File: src/rtl/lru_replacer_pipe_pkg.sv
// Shared types and per-way rank helpers for the true-LRU replacement engine.
package lru_pkg;

  typedef enum logic [1:0] {
    OP_ACCESS = 2'd0,
    OP_INVAL  = 2'd1
  } op_e;

  typedef enum logic [1:0] {
    IDLE = 2'd0,
    CALC = 2'd1,
    RESP = 2'd2
  } state_e;

  // Rank 0 is most recent; a touched way jumps to 0 and everything younger ages by one.
  function automatic int rank_touch(input int cur, input int old, input bit self);
    if (self)           return 0;
    else if (cur < old) return cur + 1;
    else                return cur;
  endfunction

  // An invalidated way becomes the oldest; everything older than it moves up one.
  function automatic int rank_inval(input int cur, input int old, input bit self, input int last);
    if (self)           return last;
    else if (cur > old) return cur - 1;
    else                return cur;
  endfunction

endpackage

File: src/rtl/lru_rank_update.sv
// Combinational next-rank computation for one set: touch or invalidate a single way.
module lru_rank_update
  import lru_pkg::*;
#(
  parameter int NUM_WAYS = 4,
  parameter int WAY_W    = $clog2(NUM_WAYS)
) (
  input  logic [NUM_WAYS-1:0][WAY_W-1:0] i_rank,
  input  logic [WAY_W-1:0]               i_way,
  input  logic                           i_inval,
  output logic [NUM_WAYS-1:0][WAY_W-1:0] o_rank
);

  logic [WAY_W-1:0] w_old;
  assign w_old = i_rank[i_way];

  always_comb begin
    o_rank = i_rank;
    for (int w = 0; w < NUM_WAYS; w++) begin
      if (i_inval)
        o_rank[w] = WAY_W'(rank_inval(int'(i_rank[w]), int'(w_old), i_way == WAY_W'(w), NUM_WAYS - 1));
      else
        o_rank[w] = WAY_W'(rank_touch(int'(i_rank[w]), int'(w_old), i_way == WAY_W'(w)));
    end
  end

endmodule

File: src/rtl/lru_replacer_pipe.sv
// True-LRU replacement engine: IDLE -> CALC -> RESP, one request in flight.
// Optional hit/miss/evict counters are built when LRU_STATS_EN is defined.
module lru_replacer_pipe
  import lru_pkg::*;
#(
  parameter int NUM_SETS = 8,
  parameter int NUM_WAYS = 4,
  parameter int SET_W    = $clog2(NUM_SETS),
  parameter int WAY_W    = $clog2(NUM_WAYS)
) (
  input  logic             clk,
  input  logic             rst,
  input  logic             req_valid,
  output logic             req_ready,
  input  logic [1:0]       req_op,
  input  logic [SET_W-1:0] req_set,
  input  logic             req_hit,
  input  logic [WAY_W-1:0] req_way,
  output logic             resp_valid,
  input  logic             resp_ready,
  output logic [WAY_W-1:0] resp_way,
  output logic             resp_evict,
  output logic             resp_err
`ifdef LRU_STATS_EN
  ,
  output logic [31:0]      stat_hits,
  output logic [31:0]      stat_misses,
  output logic [31:0]      stat_evicts
`endif
);

  state_e r_state, w_next;

  logic             r_inval;
  logic [SET_W-1:0] r_set;
  logic             r_hit;
  logic [WAY_W-1:0] r_way;

  logic [NUM_SETS-1:0][NUM_WAYS-1:0][WAY_W-1:0] r_rank;
  logic [NUM_SETS-1:0][NUM_WAYS-1:0]            r_valid;

  logic [WAY_W-1:0] r_resp_way;
  logic             r_resp_evict;
  logic             r_resp_err;

  logic [NUM_WAYS-1:0][WAY_W-1:0] w_rank, w_rank_new;
  logic [NUM_WAYS-1:0]            w_vld, w_vld_new;
  logic                           w_free_found;
  logic [WAY_W-1:0]               w_free_way, w_old_way, w_sel;
  logic                           w_err, w_evict, w_upd;
  logic                           w_accept;

  assign req_ready  = (r_state == IDLE);
  assign resp_valid = (r_state == RESP);
  assign resp_way   = r_resp_way;
  assign resp_evict = r_resp_evict;
  assign resp_err   = r_resp_err;
  assign w_accept   = req_valid && req_ready;

  always_ff @(posedge clk or posedge rst) begin
    if (rst) r_state <= IDLE;
    else     r_state <= w_next;
  end

  always_comb begin
    w_next = r_state;
    case (r_state)
      IDLE:    if (w_accept) w_next = CALC;
      CALC:    w_next = RESP;
      RESP:    if (resp_ready) w_next = IDLE;
      default: w_next = IDLE;
    endcase
  end

  // Reserved opcodes fall through as accesses, so only OP_INVAL is decoded.
  always_ff @(posedge clk or posedge rst) begin
    if (rst) begin
      r_inval <= 1'b0;
      r_set   <= '0;
      r_hit   <= 1'b0;
      r_way   <= '0;
    end else if (w_accept) begin
      r_inval <= (req_op == OP_INVAL);
      r_set   <= req_set;
      r_hit   <= req_hit;
      r_way   <= req_way;
    end
  end

  assign w_rank = r_rank[r_set];
  assign w_vld  = r_valid[r_set];

  always_comb begin
    w_free_found = 1'b0;
    w_free_way   = '0;
    for (int w = NUM_WAYS - 1; w >= 0; w--) begin
      if (!w_vld[w]) begin
        w_free_found = 1'b1;
        w_free_way   = WAY_W'(w);
      end
    end
    w_old_way = '0;
    for (int w = 0; w < NUM_WAYS; w++)
      if (w_rank[w] == WAY_W'(NUM_WAYS - 1)) w_old_way = WAY_W'(w);
  end

  always_comb begin
    w_sel   = r_way;
    w_err   = 1'b0;
    w_evict = 1'b0;
    w_upd   = 1'b1;
    if (!r_inval) begin
      if (r_hit) begin
        if (!w_vld[r_way]) begin
          w_err = 1'b1;
          w_upd = 1'b0;
        end
      end else if (w_free_found) begin
        w_sel = w_free_way;
      end else begin
        w_sel   = w_old_way;
        w_evict = 1'b1;
      end
    end
  end

  always_comb begin
    w_vld_new        = w_vld;
    w_vld_new[w_sel] = !r_inval;
  end

  lru_rank_update #(
    .NUM_WAYS (NUM_WAYS),
    .WAY_W    (WAY_W)
  ) u_rank_update (
    .i_rank  (w_rank),
    .i_way   (w_sel),
    .i_inval (r_inval),
    .o_rank  (w_rank_new)
  );

  always_ff @(posedge clk or posedge rst) begin
    if (rst) begin
      for (int s = 0; s < NUM_SETS; s++)
        for (int w = 0; w < NUM_WAYS; w++)
          r_rank[s][w] <= WAY_W'(w);
      r_valid <= '0;
    end else if (r_state == CALC && w_upd) begin
      r_rank[r_set]  <= w_rank_new;
      r_valid[r_set] <= w_vld_new;
    end
  end

  // Response fields only move at CALC-end, so they hold through any RESP stall.
  always_ff @(posedge clk or posedge rst) begin
    if (rst) begin
      r_resp_way   <= '0;
      r_resp_evict <= 1'b0;
      r_resp_err   <= 1'b0;
    end else if (r_state == CALC) begin
      r_resp_way   <= w_sel;
      r_resp_evict <= w_evict;
      r_resp_err   <= w_err;
    end
  end

`ifdef LRU_STATS_EN
  logic [31:0] r_hits, r_misses, r_evicts;

  always_ff @(posedge clk or posedge rst) begin
    if (rst) begin
      r_hits   <= '0;
      r_misses <= '0;
      r_evicts <= '0;
    end else if (r_state == CALC && !r_inval) begin
      if (r_hit && !w_err && r_hits != '1)  r_hits   <= r_hits + 32'd1;
      if (!r_hit && r_misses != '1)         r_misses <= r_misses + 32'd1;
      if (w_evict && r_evicts != '1)        r_evicts <= r_evicts + 32'd1;
    end
  end

  assign stat_hits   = r_hits;
  assign stat_misses = r_misses;
  assign stat_evicts = r_evicts;
`endif

endmodule
File: config.mk
export PLATFORM = sky130hd
export DESIGN_NAME = lru_replacer_pipe
export DESIGN_NICKNAME = d
export VERILOG_FILES = /design/src/rtl/lru_replacer_pipe_pkg.sv /design/src/rtl/lru_rank_update.sv /design/src/rtl/lru_replacer_pipe.sv
export SDC_FILE = /design/constraint.sdc
export NUM_CORES = 1
export LEC_CHECK = 0
export ABC_AREA = 1
export BUFFER_PORTS_ARGS = -buffer_cell sky130_fd_sc_hd__buf_2
export CAP_MARGIN = 20
export CORE_AREA = 2 2 112 114
export DETAILED_ROUTE_END_ITERATION = 10
export DIE_AREA = 0 0 114 116
export GPL_TIMING_DRIVEN = 0
export PLACE_DENSITY = 0.66
export SYNTH_ARGS = -nofsm -noshare
export SYNTH_HDL_FRONTEND = slang
export SYNTH_SLANG_ARGS = --single-unit
File: constraint.sdc
create_clock -name clk -period 10.52 [get_ports clk]
set_input_delay 0.526 -clock clk [delete_from_list [all_inputs] [get_ports clk]]
set_output_delay 0.526 -clock clk [all_outputs]
set_load 0.02 [all_outputs]
; ---- Yosys cells after proc, flatten, opt, wreduce, memory -nomap -nowiden
; Cells that the tools add are included.
; W data, S select, Z words.
[word_totals]
ff_bits = 109
input_bits = 12
output_inout_bits = 6
[classes]
add_sub_neg = 8
n_lt_le_gt_ge = 13
n_eq_ne = 11
mux = 63
n_reduce_logical = 8
[op_table]
columns = op, count
row1 = $bwmux W64, 1
row2 = $mux W2, 32
row3 = $bwmux W32, 1
row4 = $bmux W8 S3, 1
row5 = $demux W8 S3, 1
row6 = $mux W1, 16
row7 = $mux W8, 2
row8 = $bmux W4 S3, 1
row9 = $demux W4 S3, 1
row10 = $eq A2 B2 Y1 const B, 6
row11 = $add A2 B1 Y2 const B, 4
row12 = $gt A2 B2 Y1, 4
row13 = $lt A2 B2 Y1, 4
row14 = $mux W4, 2
row15 = $sub A2 B1 Y2 const B, 4
row16 = $eq A2 B1 Y1 const B, 3
row17 = $lt A2 B3 Y1 const B, 2
row18 = $pmux W2 S3, 1
row19 = $bmux W2 S2, 1
row20 = $bwmux W4, 1
row21 = $logic_and A1 B1 Y1, 4
row22 = $logic_not A2 Y1, 2
row23 = $lt A3 B4 Y1 const B, 1
row24 = $ne A2 B1 Y1 const B, 2
row25 = other kinds (6), 6

; ---- Logic depth before layout (Yosys ltp)
; Gate-level depths: netlist of run 1.
[depth]
depth_word = 16
mapped_depth = 30
mapped_depth_nobuf = 29

; ---- By module
; A second synthesis of run 1 with hierarchy kept.
[unflattened]
cells_unflattened = 874
area_unflattened_um2 = 6193.4
[modules_own_cells]
columns = mod, instances, cells_each, area_each_um2, seq_area_each_um2
row1 = lru_replacer_pipe, 1, 739, 5536.6, 2767.7
row2 = lru_rank_update, 1, 135, 656.9, 0.0

; ---- Worst setup path after synthesis of run 1
; Ideal clock, no wire load.
[synth_path]
path_type = register -> register
start = register r_set[0]
end = register r_rank[12] (netlist bit)
arrival_ns = 3.464
required_ns = 10.403
slack_ns = 6.939
stages_incl_launch_ff = 24
n_path_buf = 1
cell_sequence = dfrtp_1 > inv_2 > buf_6 > nand3_1 > inv_2 > a221oi_1 > nand4_1 > ha_1 > inv_1 > nand4_1 > a22oi_4 > nor2_1 > inv_1 > o22ai_1 > a221oi_1 > ha_1 > inv_1 > nand3_1 > nand2_1 > nand2_1 > nand3_1 > nand3_2 > nand2_1 > nand2_1
[synth_between]
elab_chain_len = 16
elab_cells_between_ends = 45
[synth_lines]
columns = element, line_no
row1 = from (decl), lru_replacer_pipe.sv:35  ; logic [SET_W-1:0] r_set;
row2 = from (signal assigned), lru_replacer_pipe.sv:84  ; r_set <= req_set;
row3 = $bmux W8 S3 or $bmux W4 S3 (tied branches), "lru_replacer_pipe.sv:90, lru_replacer_pipe.sv:91"
row4 = $mux W8 (not written as such) or $mux W4 (tied branches), "lru_replacer_pipe.sv:90, lru_replacer_pipe.sv:91"
row5 = "$eq A2 B2 Y1, or another cell as far along", lru_replacer_pipe.sv:104  ; if (w_rank[w] == WAY_W'(NUM_WAYS - 1)) w_old_way = WAY_W'(w);
row6 = "$mux W1, or another cell as far along", lru_replacer_pipe.sv:104
row7 = "$mux W2, or another cell as far along (2 in a row)", lru_replacer_pipe.sv:104
row8 = $mux W2, lru_replacer_pipe.sv:118  ; end else if (w_free_found) begin
row9 = $mux W2, lru_replacer_pipe.sv:113  ; if (r_hit) begin
row10 = $mux W2, lru_replacer_pipe.sv:112  ; if (!r_inval) begin
row11 = $bmux W2 S2, lru_rank_update.sv:15  ; assign w_old = i_rank[i_way];
row12 = $mux W2 (not written as such), lru_rank_update.sv:15
row13 = $lt A2 B2 Y1 or $gt A2 B2 Y1 (tied branches), "lru_replacer_pipe_pkg.sv:18, lru_replacer_pipe_pkg.sv:25"
row14 = $mux W2 (on tied branches), "lru_replacer_pipe_pkg.sv:18, lru_replacer_pipe_pkg.sv:25"
row15 = $mux W2 (on tied branches), "lru_replacer_pipe_pkg.sv:17, lru_replacer_pipe_pkg.sv:24"
row16 = $mux W2, lru_rank_update.sv:20  ; if (i_inval)
row17 = $bwmux W64, lru_replacer_pipe.sv:149  ; r_rank[r_set] <= w_rank_new;
row18 = "to (signal, indexed assignment)", lru_replacer_pipe.sv:146  ; r_rank[s][w] <= WAY_W'(w);
row19 = "to (signal, indexed assignment)", lru_replacer_pipe.sv:149
row20 = to (decl), lru_replacer_pipe.sv:39  ; logic [NUM_SETS-1:0][NUM_WAYS-1:0][WAY_W-1:0] r_rank;
; Several ways; a longest one is shown, not always the timed one. The select of a mux whose other input is x is not followed.
; A chain may end at the register's enable or synchronous reset.

; ---- Worst setup path after layout of run 1
[layout_path]
start = register r_set[0]
end = register r_rank[32] (netlist bit)
; The elaborated chain is that of the path after synthesis.

==> impl_metrics.json, run 1 <==
{
  "ys_types": 37,
  "die_w_um": 114,
  "num_rows": 40,
  "cts_setup_buffers": 0,
  "clock_skew_ns": 0.01168,
  "dpl_cell_area_sq_um": 6197,
  "path_common_cell": "nand2_1",
  "required_ns": 10.77,
  "drt-pass1-iter-count": 7,
  "finalWirelength_mm": 15.44,
  "hp-class": "input pin to asynchronous set/reset pin",
  "fin_crit_sh_pct": 45.85,
  "synth_warnings": 0,
  "syn_area_sq_um": 5898,
  "cts_sinks": 109,
  "synth_fp_nets": 823,
  "clk_path_buf_depth": 2,
  "rsz0062_at_grt": "no",
  "overflow": 0,
  "vias": 5280,
  "hpwl_mm": 10.99,
  "async_reset_ff_share_pct": 100.0,
  "tightest_slew_ns": 1.220,
  "slew_viol_final": 0,
  "htree_levels": 3,
  "grt_pass1_wl_mm": 25.19,
  "maxClockFrequency_ghz": 0.2073,
  "finalSetupViolCount": 0,
  "drc": 0,
  "cp.arrival_ns": 5.08,
  "die-area_sq_um": 13220,
  "relSlewSlack_pct": 17.77,
  "finalSetupTns_ns": 0,
  "cp_slowest_cell": "a221oi_1",
  "outcome": "finished clean",
  "cts_tree": "built",
  "drt_iter0_drc": 517,
  "design_area_sq_um": 6497,
  "ys_seq_area_share_pct": 46.92,
  "layout_min_cycle_time_ns": 4.823,
  "grt_pass1_vias": 5006,
  "area_growth_pct": 10.16,
  "cts_hold_buffers": 0,
  "grt_antenna_before_repair": 0,
  "finalHoldViolations": 0,
  "wire_per_inst_um": 15.67,
  "synth_ff_type": "dfrtp_1",
  "synth_edf_count": 0,
  "io_pins": 18,
  "slowest_delay_ns": 0.58,
  "clock-root-buffer": "clkbuf_16",
  "n_antenna_cell": 0,
  "finalNetCount": 852,
  "cp_max_fo": 10,
  "cp-start-kind": "register",
  "grt_max_degree": 76,
  "fp.dieH_um": 116,
  "gp_congestion": 0.8593,
  "ant_nets": 0,
  "numCtsBuffers": 9,
  "path_class": "register to register",
  "via_per_inst": 5.360,
  "cp_cell_sequence": "inv_2 > buf_6 > nand3_2 > o21ai_0 > a221oi_1 > nand4_1 > ha_1 > inv_1 > nand4_1 > a22oi_4 > nor2_1 > inv_1 > o22ai_1 > a221oi_1 > ha_1 > inv_1 > nand3_1 > nand2_1 > nand2_1 > nand3_1 > nand3_2 > nand2_1 > nand2_1",
  "grt_usage_pct": 24.69,
  "synth_area_per_cell_sq_um": 7.336,
  "clk_pin_slew_ns": 0.08,
  "drive_gt1_share_pct": 14.56,
  "clkLatencyLatePin_ns": 0.36,
  "max_cap_violations": 0,
  "start_util_pct": 49.52,
  "synthCells": 804,
  "cts_resized": 0,
  "critPathCaptureType": "register",
  "core_area_sq_um": 11910,
  "yosys_register_bits": 109,
  "portBuffers": 17
}
==> flip-flops by register name, summed over array words and instances, names as in the netlist <==
name and cells:
resp_way 2, r_hit 1, resp_evict 1, r_set 3
r_state 2, r_valid 32, r_way 2, r_inval 1
r_rank 64, resp_err 1
==> critical path, delay by kind of cell, from the launching register on <==
family | cells | cell delay, ns
AO/OA/AOI/OAI | 5 | 1.41
AND/OR/NAND/NOR | 11 | 1.51
adder cells (fa/ha/maj) | 2 | 0.67
flip-flops | 1 | 0.48
buffers and inverters | 5 | 0.63
==> metal layers <==
metal,up-vias,GRT usage [%],wire [um]
met5,-,0,0
met4,0,7.073,196
met3,16,5.282,761
met2,152,42.26,7595
met1,2532,31.81,6882
li1,2580,-,-
==> layout make-up <==
type / count / area, sq um
fill: 1109 / 5414
sequential: 109 / 2768
multi-input combinational: 596 / 2729
inverter: 74 / 280.3
clock buffer: 11 / 242.7
tap: 147 / 183.9
buffer: 25 / 123.9
timing repair buffer: 18 / 112.6
clock inverter: 5 / 57.56
==> synthesized netlist by cell type (7+ instances only) <==
cell type | instances | area, sq um
nor2_1 | 20 | 75.07
ha_1 | 7 | 87.58
nand3_2 | 8 | 80.08
nand2_1 | 425 | 1595
a221oi_1 | 13 | 113.9
buf_2 | 12 | 60.06
nand3_1 | 42 | 210.2
dfstp_2 | 32 | 840.8
inv_1 | 59 | 221.5
o21ai_0 | 29 | 145.1
clkbuf_1 | 10 | 37.54
dfrtp_1 | 77 | 1927
nand2_2 | 8 | 50.05
inv_2 | 14 | 52.55
o21ai_1 | 8 | 40.04
==> final timing paths <==
path	startpoint	endpoint	slack [ns]	cells after the start
max in group asynchronous	rst	r_rank[34]	9.60	3
min reg2reg	r_rank[7]	r_rank[7]	0.47	2
max	r_set[0]	r_rank[32]	5.70	23
min	rst	r_rank[20]	0.18	2
min in group clk	resp_ready	r_state[1]	0.37	2
max reg2reg	r_set[0]	r_rank[32]	5.70	23
==> cells by family after synthesis <==
| logic type | share of synthesized area [%] |
|---|---|
| adder cells (fa/ha/maj) | 1.485 |
| AND/OR/NAND/NOR | 36.30 |
| flip-flops | 46.92 |
| XOR/XNOR | 0.1485 |
| buffers and inverters | 6.809 |
| AO/OA/AOI/OAI | 8.337 |
==> layout by cell type, fill, tap and decap left out, types with 2 or more instances in the layout <==
master and n:
a21oi_1 4, a221oi_1 13, a22o_1 4, a22oi_1 2, buf_2 29, buf_4 2
clkbuf_1 11, clkbuf_16 9, clkinv_2 2, dfrtp_1 77, dfstp_2 32, ha_1 7
inv_1 58, inv_2 14, inv_6 2, nand2_1 425, nand2_2 8, nand2_4 3
nand3_1 42, nand3_2 8, nand3_4 2, nand4_1 3, nor2_1 20, o211ai_1 2
o21ai_0 29, o21ai_1 8, o2bb2ai_1 5
==> through the flow <==
step / util, % / worst slack [ns] / instances / hold WS [ns]
2_1_floorplan: - / 6.939 / 804 / 0.4479
3_3_place_gp: 51.78 / 5.760 / 968 / 0.4556
3_5_place_dp: 52.03 / 5.660 / 969 / 0.4582
4_1_cts: 54.55 / 5.646 / 985 / 0.1846
5_1_grt: 54.55 / 5.364 / 985 / 0.2150
6_report: 54.55 / 5.697 / 985 / 0.1788
Power of run 1 is not shown: default switching activity piles up to over one toggle a cycle in this logic, so the estimate is an artifact.
==> inputs of run 2 (changes only) <==
Settings changed: ABC_AREA 1 to 0, CORE_AREA 2 2 112 114 to 2 2 113 115, DIE_AREA 0 0 114 116 to 0 0 115 117.
Clock period 10.52 ns to 5.04 ns, I/O delays scaled along.
==> impl_metrics.json, run 2 <==
{
  "outcome": "complete, but fails checks",
  "violations": "negative hold slack",
  "cp-start-kind": "register",
  "grt_max_degree": 57,
  "tightest_slew_ns": 0.8816,
  "drt_iter0_drc": 437,
  "yosys.area_share.adder_pct": 2.700,
  "dpl_cell_area_sq_um": 6281,
  "async_reset_ff_share_pct": 100.0,
  "synth_edf_count": 0,
  "fillCellCount": 1062,
  "yosys_register_bits": 109,
  "io_pins": 18,
  "max_cap_violations": 0,
  "synth_top_family_by_area": "compound AO/OA/AOI/OAI gates",
  "finalNetCount": 624,
  "ys_types": 77,
  "largestRegisters": "r_rank (64), r_valid (32), r_set (3)",
  "multi_input_area_sq_um": 3057,
  "hp-class": "input pin to asynchronous set/reset pin",
  "synthCells": 574,
  "core_area_sq_um": 12310,
  "path_class": "register to register",
  "layout_min_cycle_time_ns": 4.838,
  "num_rows": 41,
  "syn_area_sq_um": 5978,
  "clock-root-buffer": "clkbuf_16",
  "synth_fp_nets": 593,
  "fp.dieH_um": 117,
  "grt_pass1_vias": 4535,
  "cts_hold_buffers": 0,
  "cts_sinks": 109,
  "synth-compound-area-share_pct": 16.81,
  "clock_skew_ns": 0.01518,
  "grt_pass1_wl_mm": 25.01,
  "synth.area.top_cells": "dfrtp_1 32%, dfstp_2 14%, mux2_2 5.7%, nor2_1 4.7%, mux4_2 4.1%",
  "required_ns": 5.33,
  "die_w_um": 115,
  "yosysTopAreaCell": "dfrtp_1",
  "cp_slowest_cell": "dfrtp_1",
  "drive_gt1_share_pct": 29.18,
  "largest_reg_flops": 64,
  "grt_usage_pct": 24.81,
  "synth_ff_type": "dfrtp_1",
  "finalSetupViolCount": 0,
  "drt-pass1-iter-count": 5,
  "portBuffers": 17,
  "via_per_inst": 6.104,
  "wire_per_inst_um": 21.11,
  "clk_pin_slew_ns": 0.08,
  "slew_viol_final": 0,
  "layout.cells.most_common": "dfrtp_1",
  "htree_levels": 3,
  "cp.arrival_ns": 5.13,
  "slowest_delay_ns": 0.42,
  "start_util_pct": 48.56,
  "path_common_cell": "nor2_1",
  "cp_cell_sequence": "buf_6 > buf_8 > buf_8 > nand2_1 > nor2_1 > a311o_1 > a221oi_4 > inv_1 > ha_1 > nor2_1 > a311oi_2 > a21o_1 > nor2_1 > a21oi_1 > o21ai_2 > ha_2 > nor2_1 > maj3_1 > and3_1 > o22a_1 > o21ai_0",
  "hpwl_mm": 10.97,
  "fin_crit_sh_pct": 95.99,
  "relSlewSlack_pct": 40.91,
  "synth-xor-area-share_pct": 0.8581,
  "cts_tree": "built",
  "clk_path_buf_depth": 2,
  "yosysTopAreaCellShare_pct": 32.23,
  "finalHoldViolations": 8,
  "hold_slack_ns": -0.008398,
  "rsz0062_at_grt": "yes",
  "ant_nets": 0,
  "synth.most_common_cell": "dfrtp_1",
  "numCtsBuffers": 9,
  "maxClockFrequency_ghz": 0.2067,
  "muxShareOfSynthArea_pct": 16.01,
  "overflow": 0,
  "finalWirelength_mm": 16.04,
  "area_growth_pct": 13.21,
  "synth_warnings": 0,
  "cp_max_fo": 10,
  "design_area_sq_um": 6768,
  "clkLatencyLatePin_ns": 0.37,
  "drc": 0,
  "n_antenna_cell": 0,
  "die-area_sq_um": 13460,
  "synth_area_per_cell_sq_um": 10.42,
  "ys_seq_area_share_pct": 46.30,
  "final_cell_mix": "77 x dfrtp_1, 73 x nor2_1, 56 x nand2_1, 45 x a21oi_1",
  "final_util_pct": 54.97,
  "synth_simple_gate_area_share_pct": 12.96,
  "critPathCaptureType": "register",
  "vias": 4639,
  "top_register": "r_rank",
  "yosys-top-cells-count": "77 x dfrtp_1, 75 x nor2_1, 56 x nand2_1, 46 x a21oi_1, 33 x o21ai_0",
  "gp_congestion": 0.8747,
  "ff_latch_area_sq_um": 2768,
  "grt_antenna_before_repair": 0
}
run 2: metrics by stage:
| step | setup TNS, ns | worst slack, ns | cells |
|---|---|---|---|
| 6_report | 0 | 0.2020 | 760 |
| 2_1_floorplan | 0 | 0.02201 | 574 |
| 5_1_grt | -0.1721 | -0.02573 | 760 |
| 3_5_place_dp | -72.31 | -1.254 | 742 |
| 3_3_place_gp | -63.63 | -1.162 | 741 |
| 4_1_cts | 0 | 0.05292 | 760 |
run 2: layout make-up:
type / instances / area share, %
multi-input combinational: 409 / 45.17
sequential: 109 / 40.89
clock buffer: 11 / 3.753
buffer: 26 / 3.014
tap: 150 / 2.773
timing repair buffer: 21 / 1.997
inverter: 29 / 1.645
clock inverter: 5 / 0.7580
run 2: path summary, 6_finish.rpt:
kind | from | end | slack (ns) | cells past startpoint
setup reg to reg | r_set[1] | r_rank[18] | 0.20 | 21
hold / removal | rst | r_valid[15] | -0.008 | 2
hold reg to reg | r_rank[53] | r_rank[53] | 0.47 | 2
min in group clk | resp_ready | r_state[1] | 0.10 | 2
max in group asynchronous | rst | r_rank[13] | 4.30 | 3
setup / recovery | r_set[1] | r_rank[18] | 0.20 | 21
run 2: worst max-delay path: cells and delay by family (launching register included):
family | cells | cell delay, ns
compound gates | 8 | 2.09
fa+ha+maj | 3 | 0.93
buf+inv | 4 | 0.66
simple gates | 6 | 0.67
flops | 1 | 0.42
run 2: cells by family (layout without fill, tap and decap cells):
logic type | Yosys count | in the layout
DFF | 109 | 109
and+or+nand+nor | 173 | 173
xor gates and xnor gates | 5 | 5
AOI/OAI and AO/OA | 144 | 144
muxes | 73 | 73
adders and majority gates | 14 | 14
buffers and inverters | 56 | 92
run 2: timing repair:
action	4_1_cts	5_1_grt
pin swaps	4	3
buffers inserted	2	1
setup endpoints to repair	96	64
resized for setup	20	19
run 2: metal layers:
layer	vias up	track usage [%]	part of all wire, %
met5	-	0	0
met4	0	8.835	2.5
met3	30	4.789	7.0
met2	165	39.14	47
met1	2329	34.48	44
li1	2115	-	-
Power of run 2 is left out for the same reason.
==> inputs of run 3 (changes only) <==
Settings changed: CELL_PAD_IN_SITES_DETAIL_PLACEMENT set to 1, CELL_PAD_IN_SITES_GLOBAL_PLACEMENT set to 1, CTS_CLUSTER_SIZE set to 10, PLACE_DENSITY 0.66 to 0.79, REMOVE_ABC_BUFFERS set to 1.
==> impl_metrics.json, run 3 (synthesized netlist as in run 2, its figures left out) <==
{
  "grt_usage_pct": 25.38,
  "slowest_delay_ns": 0.53,
  "fin_crit_sh_pct": 95.83,
  "start_util_pct": 48.56,
  "finalHoldViolations": 4,
  "num_rows": 41,
  "cp_slowest_cell": "dfrtp_4",
  "core_area_sq_um": 12310,
  "hp-class": "input pin to asynchronous set/reset pin",
  "grt_antenna_before_repair": 0,
  "finalSetupViolCount": 0,
  "largestRegisters": "r_rank (64), r_valid (32), r_set (3)",
  "wire_per_inst_um": 22.37,
  "clkLatencyLatePin_ns": 0.37,
  "via_per_inst": 6.091,
  "io_pins": 18,
  "path_common_cell": "nor2_1",
  "drt-pass1-iter-count": 4,
  "layout.cells.most_common": "dfrtp_1",
  "cts_sinks": 109,
  "largest_reg_flops": 64,
  "vias": 4556,
  "grt_max_degree": 57,
  "hpwl_mm": 11.17,
  "outcome": "complete, but fails checks",
  "slew_viol_final": 0,
  "grt_pass1_wl_mm": 25.69,
  "crit_family": "compound AO/OA/AOI/OAI gates",
  "ant_nets": 0,
  "n_antenna_cell": 0,
  "cp_cell_sequence": "buf_16 > and2_1 > a22oi_1 > nand2_1 > a221oi_4 > inv_2 > ha_1 > nor2_1 > a311oi_2 > a21o_2 > nor2_1 > a21oi_1 > o21ai_2 > ha_2 > inv_1 > maj3_2 > xor2_1 > a211o_2 > mux2_4",
  "numCtsBuffers": 9,
  "hold_slack_ns": -0.008220,
  "pre_cts_slack_ns": -0.8278,
  "cp_max_fo": 23,
  "violations": "negative hold slack",
  "finalWirelength_mm": 16.74,
  "drive_gt1_share_pct": 30.27,
  "cts_tree": "built",
  "top_register": "r_rank",
  "finalNetCount": 612,
  "worst-path-buf-inv": 3,
  "fp.dieH_um": 117,
  "required_ns": 5.29,
  "portBuffers": 17,
  "die_w_um": 115,
  "grt_pass1_vias": 4720,
  "critPathCaptureType": "register",
  "drt_iter0_drc": 242,
  "relSlewSlack_pct": 28.98,
  "gp_congestion": 0.8843,
  "clk_path_buf_depth": 2,
  "clock-root-buffer": "clkbuf_16",
  "clk_pin_slew_ns": 0.07,
  "layout_min_cycle_time_ns": 4.830,
  "cp.arrival_ns": 5.08,
  "layout_setup_ws_ns": 0.2101,
  "htree_levels": 3,
  "overflow": 0,
  "max_cap_violations": 0,
  "finalSetupTns_ns": 0,
  "tightest_slew_ns": 1.060,
  "die-area_sq_um": 13460,
  "path_class": "register to register",
  "cp-start-kind": "register",
  "drc": 0,
  "final_cell_mix": "74 x dfrtp_1, 73 x nor2_1, 56 x nand2_1, 45 x a21oi_1, 32 x dfstp_2",
  "clock_skew_ns": 0.005273,
  "maxClockFrequency_ghz": 0.2070,
  "area_growth_pct": 13.29
}
-- run 3: cell types whose count changed in the layout (fill, tap and decap cells not counted), sizes merged --
cell,delta
clkbuf,-10
buf,-2
clkinvlp,+2
inv,-2
bufinv,+1
clkinv,-1
-- run 3: path summary, 6_finish.rpt --
check	start	to	slack, ns	depth (start not counted)
min in group clk	resp_ready	r_state[1]	0.08	2
setup reg to reg	r_set[1]	r_rank[8]	0.21	19
hold / removal	rst	r_valid[10]	-0.008	2
max in group asynchronous	rst	r_set[0]	4.31	3
setup / recovery	r_set[1]	r_rank[8]	0.21	19
hold reg to reg	r_rank[6]	r_rank[6]	0.47	2
-- run 3: cell type report --
cell class              instances  area, sq um
inverters                      29        111.4
clock inverters                 5        58.81
multi-input cells             409         3057
flip-flops and latches        109         2779
clock buffers                  11        232.7
fillers                      1317         5539
well taps                     150        187.7
repair buffers                 35        346.6
-- run 3: metrics by stage --
step | instances | util (%) | cell area, sq um
3_3_place_gp | 714 | 49.53 | 6098
2_1_floorplan | 547 | - | 5826
5_1_grt | 748 | 55.01 | 6773
3_5_place_dp | 719 | 50.64 | 6235
6_report | 748 | 55.01 | 6773
4_1_cts | 738 | 53.65 | 6605
-- run 3: routing by layer --
| metal | global-route usage, % | vias up | share of wire (%) |
|---|---|---|---|
| met5 | 0 | - | 0 |
| met4 | 8.032 | 0 | 1.0 |
| met2 | 42.39 | 70 | 50 |
| met1 | 33.38 | 2391 | 45 |
| met3 | 5.252 | 10 | 3.8 |
| li1 | - | 2085 | - |
-- run 3: what timing repair did --
item | 4_1_cts | 5_1_grt
hold buffers | 0 | 0
resized for setup | 14 | 16
endpoints found under the setup margin | 64 | 64
gates cloned | 0 | 0
pin swaps | 2 | 6
setup buffers | 3 | 5
Power of run 3 is left out for the same reason.
